### src/rtl/pacman_pkg.sv
// Shared types and constants for the ghost mode scheduler: mode encoding, schedule size, bonus base.
// Pure definitions, no logic; no flow control.
package pacman_pkg;

    typedef enum logic [1:0] {
        SCATTER = 2'd0,
        CHASE   = 2'd1,
        FRIGHT  = 2'd2
    } ghost_mode_t;

    typedef enum logic {
        ST_RUN    = 1'b0,
        ST_FRIGHT = 1'b1
    } sched_state_t;

    localparam int BONUS_BASE = 200;
    localparam int BONUS_W    = 12;
    localparam int NUM_PHASES = 8;
    localparam int PHASE_W    = $clog2(NUM_PHASES);
    localparam int COMBO_MAX  = 3;

    // 200 << combo gives 200/400/800/1600 for combo 0..3
    function automatic logic [BONUS_W-1:0] bonus_for(input logic [1:0] combo);
        return BONUS_W'(BONUS_BASE) << combo;
    endfunction

endpackage

### src/rtl/frame_tick_sync.sv
// Brings the VGA frame clock into the Clk domain as data and emits a one-cycle tick per rising edge.
// Latency: tick is registered, 3 clk after frame_clk rises; no backpressure (free-running pulse).
module frame_tick_sync (
    input  logic clk,
    input  logic rst,
    input  logic frame_clk,
    output logic tick
);

    logic sync1;
    logic sync2;
    logic sync2_d;

    always_ff @(posedge clk or posedge rst) begin
        if (rst) begin
            sync1   <= 1'b0;
            sync2   <= 1'b0;
            sync2_d <= 1'b0;
            tick    <= 1'b0;
        end else begin
            sync1   <= frame_clk;
            sync2   <= sync1;
            sync2_d <= sync2;
            tick    <= sync2 & ~sync2_d;
        end
    end

endmodule

### src/rtl/ghost_mode_scheduler.sv
// Global ghost mode sequencer (scatter/chase schedule, frightened mode, capture bonus when GHOST_BONUS_EN).
// Outputs registered, change the cycle after the causing tick/edge; no backpressure, events never stall.
module ghost_mode_scheduler
    import pacman_pkg::*;
#(
    parameter int SCATTER_FRAMES = 420,
    parameter int CHASE_FRAMES   = 1200,
    parameter int FRIGHT_FRAMES  = 360,
    parameter int FLASH_FRAMES   = 120,
    parameter int TIMER_W        = 11
) (
    input  logic        Clk,
    input  logic        Reset,
    input  logic        frame_clk,
    input  logic        ate_pellet,
    input  logic        ghost_eaten,
    input  logic        new_map,
    output logic [1:0]  mode,
    output logic        fright_flash,
    output logic        reverse_pulse,
    output logic [2:0]  phase_idx,
    output logic [11:0] ghost_bonus,
    output logic        bonus_valid
);

    localparam logic [PHASE_W-1:0] LAST_PHASE = PHASE_W'(NUM_PHASES - 1);
    localparam logic [TIMER_W-1:0] T_ONE      = TIMER_W'(1);

    logic tick;
    logic pellet_q;
    logic pellet_rise;

    sched_state_t       state_q, state_d;
    logic [PHASE_W-1:0] phase_q, phase_d;
    logic [TIMER_W-1:0] ptimer_q, ptimer_d;
    logic [TIMER_W-1:0] ftimer_q, ftimer_d;
    logic [TIMER_W-1:0] phase_len;
    ghost_mode_t        mode_q, mode_d;
    logic               flash_q, flash_d;
    logic               rev_q, rev_d;

    frame_tick_sync u_tick (
        .clk       (Clk),
        .rst       (Reset),
        .frame_clk (frame_clk),
        .tick      (tick)
    );

    assign pellet_rise = ate_pellet & ~pellet_q;

`ifdef GHOST_BONUS_EN
    logic [1:0]         combo_q, combo_d;
    logic [BONUS_W-1:0] bonus_q, bonus_d;
    logic               bvalid_q, bvalid_d;
`endif

    always_comb begin
        state_d   = state_q;
        phase_d   = phase_q;
        ptimer_d  = ptimer_q;
        ftimer_d  = ftimer_q;
        rev_d     = 1'b0;
        phase_len = phase_q[0] ? TIMER_W'(CHASE_FRAMES) : TIMER_W'(SCATTER_FRAMES);
`ifdef GHOST_BONUS_EN
        combo_d   = combo_q;
        bonus_d   = bonus_q;
        bvalid_d  = 1'b0;
`endif

        if (new_map) begin
            state_d  = ST_RUN;
            phase_d  = '0;
            ptimer_d = '0;
            ftimer_d = '0;
`ifdef GHOST_BONUS_EN
            combo_d  = '0;
`endif
        end else begin
`ifdef GHOST_BONUS_EN
            // Bonus is taken from the combo before any same-cycle pellet clears it
            if (ghost_eaten && state_q == ST_FRIGHT) begin
                bonus_d  = bonus_for(combo_q);
                bvalid_d = 1'b1;
                if (combo_q != 2'(COMBO_MAX))
                    combo_d = combo_q + 2'd1;
            end
`endif
            if (pellet_rise) begin
                state_d  = ST_FRIGHT;
                ftimer_d = TIMER_W'(FRIGHT_FRAMES);
                rev_d    = 1'b1;
`ifdef GHOST_BONUS_EN
                combo_d  = '0;
`endif
            end else if (state_q == ST_FRIGHT) begin
                // Phase timer is left untouched so the schedule resumes where it stopped
                if (tick) begin
                    if (ftimer_q == T_ONE) begin
                        state_d  = ST_RUN;
                        ftimer_d = '0;
                    end else begin
                        ftimer_d = ftimer_q - T_ONE;
                    end
                end
            end else if (tick && phase_q != LAST_PHASE) begin
                if (ptimer_q == phase_len - T_ONE) begin
                    ptimer_d = '0;
                    phase_d  = phase_q + PHASE_W'(1);
                    rev_d    = 1'b1;
                end else begin
                    ptimer_d = ptimer_q + T_ONE;
                end
            end
        end

        if (state_d == ST_FRIGHT)
            mode_d = FRIGHT;
        else
            mode_d = phase_d[0] ? CHASE : SCATTER;
        flash_d = (state_d == ST_FRIGHT) && (ftimer_d <= TIMER_W'(FLASH_FRAMES));
    end

    always_ff @(posedge Clk or posedge Reset) begin
        if (Reset) begin
            state_q  <= ST_RUN;
            phase_q  <= '0;
            ptimer_q <= '0;
            ftimer_q <= '0;
            mode_q   <= SCATTER;
            flash_q  <= 1'b0;
            rev_q    <= 1'b0;
            pellet_q <= 1'b0;
        end else begin
            state_q  <= state_d;
            phase_q  <= phase_d;
            ptimer_q <= ptimer_d;
            ftimer_q <= ftimer_d;
            mode_q   <= mode_d;
            flash_q  <= flash_d;
            rev_q    <= rev_d;
            pellet_q <= ate_pellet;
        end
    end

`ifdef GHOST_BONUS_EN
    always_ff @(posedge Clk or posedge Reset) begin
        if (Reset) begin
            combo_q  <= '0;
            bonus_q  <= '0;
            bvalid_q <= 1'b0;
        end else begin
            combo_q  <= combo_d;
            bonus_q  <= bonus_d;
            bvalid_q <= bvalid_d;
        end
    end

    assign ghost_bonus = bonus_q;
    assign bonus_valid = bvalid_q;
`else
    logic unused_ghost_eaten;
    assign unused_ghost_eaten = ghost_eaten;
    assign ghost_bonus        = '0;
    assign bonus_valid        = 1'b0;
`endif

    assign mode          = mode_q;
    assign fright_flash  = flash_q;
    assign reverse_pulse = rev_q;
    assign phase_idx     = phase_q;

endmodule

### config.mk
export PLATFORM = sky130hd
export DESIGN_NAME = ghost_mode_scheduler
export DESIGN_NICKNAME = d
export VERILOG_FILES = /design/src/rtl/pacman_pkg.sv /design/src/rtl/frame_tick_sync.sv /design/src/rtl/ghost_mode_scheduler.sv
export SDC_FILE = /design/constraint.sdc
export NUM_CORES = 1
export LEC_CHECK = 0
export CAP_MARGIN = 25
export CORE_ASPECT_RATIO = 2
export CORE_UTILIZATION = 57
export CTS_CLUSTER_DIAMETER = 50
export DETAILED_ROUTE_END_ITERATION = 12
export PLACE_DENSITY = 0.8
export REMOVE_ABC_BUFFERS = 1
export SLEW_MARGIN = 25
export SYNTH_ARGS = -nofsm -noshare
export SYNTH_HDL_FRONTEND = slang
export SYNTH_HIERARCHICAL = 1
export SYNTH_SLANG_ARGS = --single-unit
### constraint.sdc
create_clock -name Clk -period 6.25 [get_ports Clk]
set_clock_uncertainty 0.2 [all_clocks]
set_input_delay 1.5625 -clock Clk [delete_from_list [all_inputs] [get_ports Clk]]
set_output_delay 1.5625 -clock Clk [all_outputs]
set_load 0.01 [all_outputs]
Yosys cells after proc, flatten, opt, wreduce, memory -nomap -nowiden. Index checks and enable logic that the tools add are counted.

Input bits: 6. Word-level logic and storage cells: 61. Register bits: 35. Output and inout port bits: 20.

Add/sub/neg operators: 4. Equal/unequal tests: 5. Multiplexer cells: 28. Reduce and logical (&&, ||, !) cells: 6. $lt $le $gt $ge: 1. Bitwise logic cells: 4.

Operator list (count): $mux W11 (11); $sub A11 B1 Y11 const B (2); $mux W3 (5); $add A11 B1 Y11 const B (1); $eq A11 B1 Y1 const B (1); $eq A11 B11 Y1 (1); $le A11 B7 Y1 const B (1); $mux W1 (11); $ne A2 B2 Y1 const B (2); $reduce_and A4 Y1 (1); $reduce_bool A2 Y1 (2); $add A3 B1 Y3 const B (1); $ne A3 B3 Y1 const B (1); $reduce_and A3 Y1 (1); $and A1 B1 Y1 (2); $logic_and A1 B1 Y1 (2); $mux W2 (1); $not A1 Y1 (2).

Depth between registers and ports, before layout.
Word-level depth: 10. Depth in mapped cells: 8. Gate-level depth less buffers: 7.

By module. The synthesis kept the hierarchy.

Modules (own cells, without submodules): ghost_mode_scheduler (instances 1, cells each 191, sequential area each 750.7 µm², area each 1861.8 µm²); frame_tick_sync (instances 1, cells each 6, sequential area each 100.1 µm², area each 117.6 µm²).

Least setup slack after synthesis. OpenSTA, ideal clock, no wires.

Kind: input -> register. Start: in ate_pellet. End: reg ptimer_q[2]. Library setup time: 0.128 ns. Arrival: 2.421 ns. Slack: 3.500 ns. Path buffers: 1. Stages on the path: 6. Required time: 5.922 ns. Cells stage by stage: nand2b_1 -> and2_1 -> nand3_1 -> nand2b_1 -> clkbuf_1 -> nor2_1.

Longest elaborated chain between the ends: 3.

RTL lines: start, declared (line ghost_mode_scheduler.sv:15) `input logic ate_pellet,`; $and A1 B1 Y1 (line ghost_mode_scheduler.sv:49) `assign pellet_rise = ate_pellet & ~pellet_q;`; $ne A2 B2 Y1 (no line); $reduce_and A3 Y1 (no line); end signal, assigned (line ghost_mode_scheduler.sv:136) `ptimer_q <= ptimer_d;`; end, declared (line ghost_mode_scheduler.sv:35) `logic [TIMER_W-1:0] ptimer_q, ptimer_d;`.

No other way between the ends. A chain may end at the register's enable or synchronous reset.

Final worst setup path.
Start: in new_map. End: reg ptimer_q[6].

Longest elaborated chain between the ends: 2. Elaborated cells between the ends (all ways): 5. Classes of those cells: eq/ne (2); mux (1); reduce/logical (2).

RTL lines: start, declared (line ghost_mode_scheduler.sv:17) `input logic new_map,`; $ne A2 B2 Y1 (no line) or $reduce_bool A2 Y1 (tied branches); $reduce_and A3 Y1 (no line).

Several ways; a longest one is shown, not always the timed one.

==> flow_summary.json <==
{
  "run_status": "complete, no violations",
  "power.density_nw_per_um2": 213.5,
  "cts_resized": 0,
  "post_synth_num_cell_types": 59,
  "place_hpwl_um": 2933,
  "yosysTopAreaCellShare_pct": 42.98,
  "synthesis.yosys.warnings": 6,
  "number_of_global_route_vias_before_repair": 1564,
  "die_h_um": 85.34,
  "post_synth_and_or_nand_nor_area_fraction_pct": 25.85,
  "core_um2": 3341,
  "die_area_um2": 3727,
  "totalWireLength_um": 4019,
  "clock_tree.root_cell": "clkbuf_8",
  "grt_start_max_net_pins": 31,
  "postSynthAreaPerCell_um2": 10.05,
  "final_util_pct": 63.18,
  "finalHoldViolCount": 0,
  "grt_setup_unrepaired": "no",
  "fin_crit_ns": 3.521,
  "finalWeightedCongestion": 0.8701,
  "cts_buffers": 5,
  "boundaryPins": 26,
  "clock_path_buffers": 2,
  "post_synth_mux_area_share_pct": 0.5057,
  "routed_wire_length_per_instance_um": 16.82,
  "gate_count_after_technology_mapping": 197,
  "reg2reg_to": "ptimer_q[6]",
  "worstHoldPathCells": 0,
  "totalPowerFinal_uw": 450.6,
  "ff2ff_path_depth": 7,
  "flop_and_latch_count_out_of_synthesis": 34,
  "timing.critical_path.slowest_cell_delay_ns": 0.97,
  "setup.worst_path.start_class": "input port",
  "peakVddDrop_uv": 177.3,
  "clock.fmax_mhz": 284.0,
  "port_buffers": 11,
  "instance_area_at_placement_um2": 2019,
  "cts.htree.levels": 2,
  "largest_family_of_logic_cells_by_synthesized_area": "simple AND/OR/NAND/NOR gates",
  "area_fraction_in_compound_gates_after_synthesis_pct": 12.83,
  "setup.worst_path.end_class": "register",
  "path_delay_family": "buffers and inverters",
  "hold_end": "u_tick/sync2_d",
  "cp_num_buf_inv": 1,
  "worst_hold_path_type": "register to register",
  "ys_top_cells_by_area": "dfrtp_1, buf_4, xnor2_1",
  "maxCapViolations": 0,
  "crit_type": "input port to register",
  "routed_via_density": 6.146,
  "drt_pass1_iterations": 4,
  "final-max-slew-violation-count": 0,
  "synth-async-reset-ratio_pct": 100.0,
  "cts.clk_slew.worst_paths_ns": 0.06,
  "drive_above_1_share_pct": 11.59,
  "synth-edff-count": 0,
  "synth-seq-area-share_pct": 42.98,
  "syn2layout_area_growth_pct": 6.637,
  "synthAdderAreaFrac_pct": 3.161,
  "worstMarginPinSlew_ns": 0.7667,
  "tritoncts": "built",
  "gr-usage-all-layers_pct": 24.92,
  "grt_pass1_wl_um": 6844,
  "drt-initial-drc-count": 26,
  "setup_total_negative_slack_ns": 0,
  "starting_density_pct": 59.25,
  "grt_antenna_before_repair": 0,
  "cp_data_arrival_time_ns": 3.48,
  "drt_drc_violations_left": 0,
  "routed-via-count": 1469,
  "grt-ovfl-total": 0,
  "die_w_um": 43.67,
  "fin_worst_hold_slack_ns": 0.1874,
  "leakagePower_nw": 0.9032,
  "cts_hold_repair.buffers": 0,
  "timing.critical_path.cells": "clkdlybuf4s50_1 -> a21oi_1 -> nor4b_1 -> xnor2_1 -> nor2_1",
  "fin_nets": 217,
  "synth_area_leader_cell": "dfrtp_1",
  "min-delay-start": "u_tick/sync2",
  "critPathRequiredTime_ns": 6.21,
  "critical_path.reg2reg.startpoint": "phase_idx[0]",
  "fin_crit_sh_pct": 56.34,
  "setup_slack_ns": 2.729,
  "ys.flop_type": "dfrtp_1",
  "antenna_cells": 0,
  "row_count": 30,
  "total_setup_buffers_inserted_after_cts": 0,
  "yosys.area_share.xor_xnor_pct": 5.310,
  "netlist_area_um2": 1979,
  "tritoncts_num_sinks": 34,
  "clock_insertion_delay_worst_skew_ns": 0.29,
  "maxSlewHeadroom_pct": 48.73,
  "stdcell_area_um2": 2111,
  "dp_cells": 231,
  "crit_path_max_fanout": 22,
  "pre_cts_slack_ns": 2.471,
  "setup_violations": 0,
  "final_antenna_net_count": 0,
  "timing.reg2reg.setup_slack_ns": 3.87,
  "layout.cells.non_filler": 239,
  "critPathSlowestCell": "clkdlybuf4s50_1"
}
-- cell usage after synthesis (2+ instances only) --
cell	n
xor2_1	3
a21oi_1	9
o21ai_2	2
or4_1	2
dfrtp_1	34
nand2_1	12
nand2b_1	2
a31oi_1	2
xnor2_1	9
nor3_1	7
nor4_2	2
nor3b_1	4
nor2b_1	2
o21ai_1	2
nand3_1	7
or3_1	3
clkbuf_1	3
nor4_1	3
and3_1	2
inv_1	7
buf_4	14
and2_1	2
o31a_1	2
o41ai_1	2
o21ba_1	2
buf_6	3
nor2_1	19
ha_1	5
-- logic make-up (layout without fill, tap and decap cells) --
| kind of cell | after synthesis | after routing |
|---|---|---|
| compound gates | 31 | 31 |
| xor+xnor | 12 | 12 |
| fa+ha+maj | 5 | 5 |
| buf+inv | 28 | 26 |
| flops | 34 | 34 |
| mux | 1 | 1 |
| other cells | 1 | 13 |
| simple gates | 85 | 85 |
-- metal layers --
| layer | vias up | global-route usage [%] | wire length, um | share of wire (%) |
|---|---|---|---|---|
| met5 | - | 0 | 0 | 0 |
| met4 | 0 | 15.63 | 170 | 4.2 |
| met3 | 18 | 4.681 | 96 | 2.4 |
| met2 | 28 | 45.18 | 2355 | 59 |
| met1 | 736 | 24.19 | 1396 | 35 |
| li1 | 687 | - | - | - |
-- power by group --
| part | total [mW] | internal, mW | switching [mW] |
|---|---|---|---|
| combinational | 0.0495 | 0.0178 | 0.0317 |
| clock | 0.167 | 0.0888 | 0.0781 |
| sequential | 0.234 | 0.226 | 0.00798 |
| total | 0.451 | 0.333 | 0.118 |
-- cell type report --
cell class / count / area, um^2
fill: 278 / 1230
multi-input combinational: 147 / 992.2
sequential: 34 / 850.8
timing repair buffer: 11 / 110.1
clock buffer: 7 / 86.33
tap: 32 / 40.04
inverter: 7 / 26.28
clock inverter: 1 / 5.005
-- placed cells by master (no fill, tap or decap), drive strengths merged, types with 2 or more instances in the layout --
master,n
and3,3
nor3,7
clkbuf,7
or4,3
o21ba,2
a2111oi,2
dfrtp,34
or3,4
nand2b,2
xor2,3
nor3b,5
ha,5
clkdlybuf4s50,11
inv,7
a31oi,2
o21ai,5
a21oi,9
o41ai,2
nand3,8
or2,2
and2,2
conb,13
o31a,2
nor4,5
nand2,12
xnor2,9
nor2,19
nor2b,3
-- registers in the layout (all words and copies together), names as in the netlist --
| signal | cells |
|---|---|
| ftimer_q | 11 |
| ptimer_q | 11 |
| phase_idx | 3 |
| mode | 2 |
| fright_flash | 1 |
| pellet_q | 1 |
| reverse_pulse | 1 |
| u_tick/sync1 | 1 |
| u_tick/sync2 | 1 |
| u_tick/sync2_d | 1 |
| u_tick/tick | 1 |
-- worst max-delay path by stage --
stage	start	to	slack (ns)	depth (start not counted)
finish	new_map	ptimer_q[6]	2.73	5
global route	new_map	ptimer_q[6]	2.55	5
CTS	new_map	ptimer_q[6]	2.75	5
detailed placement	new_map	ptimer_q[6]	2.47	5
global placement	new_map	ptimer_q[6]	2.50	5
floorplan	ate_pellet	fright_flash	3.47	4
(Power assumes the default switching activity.)
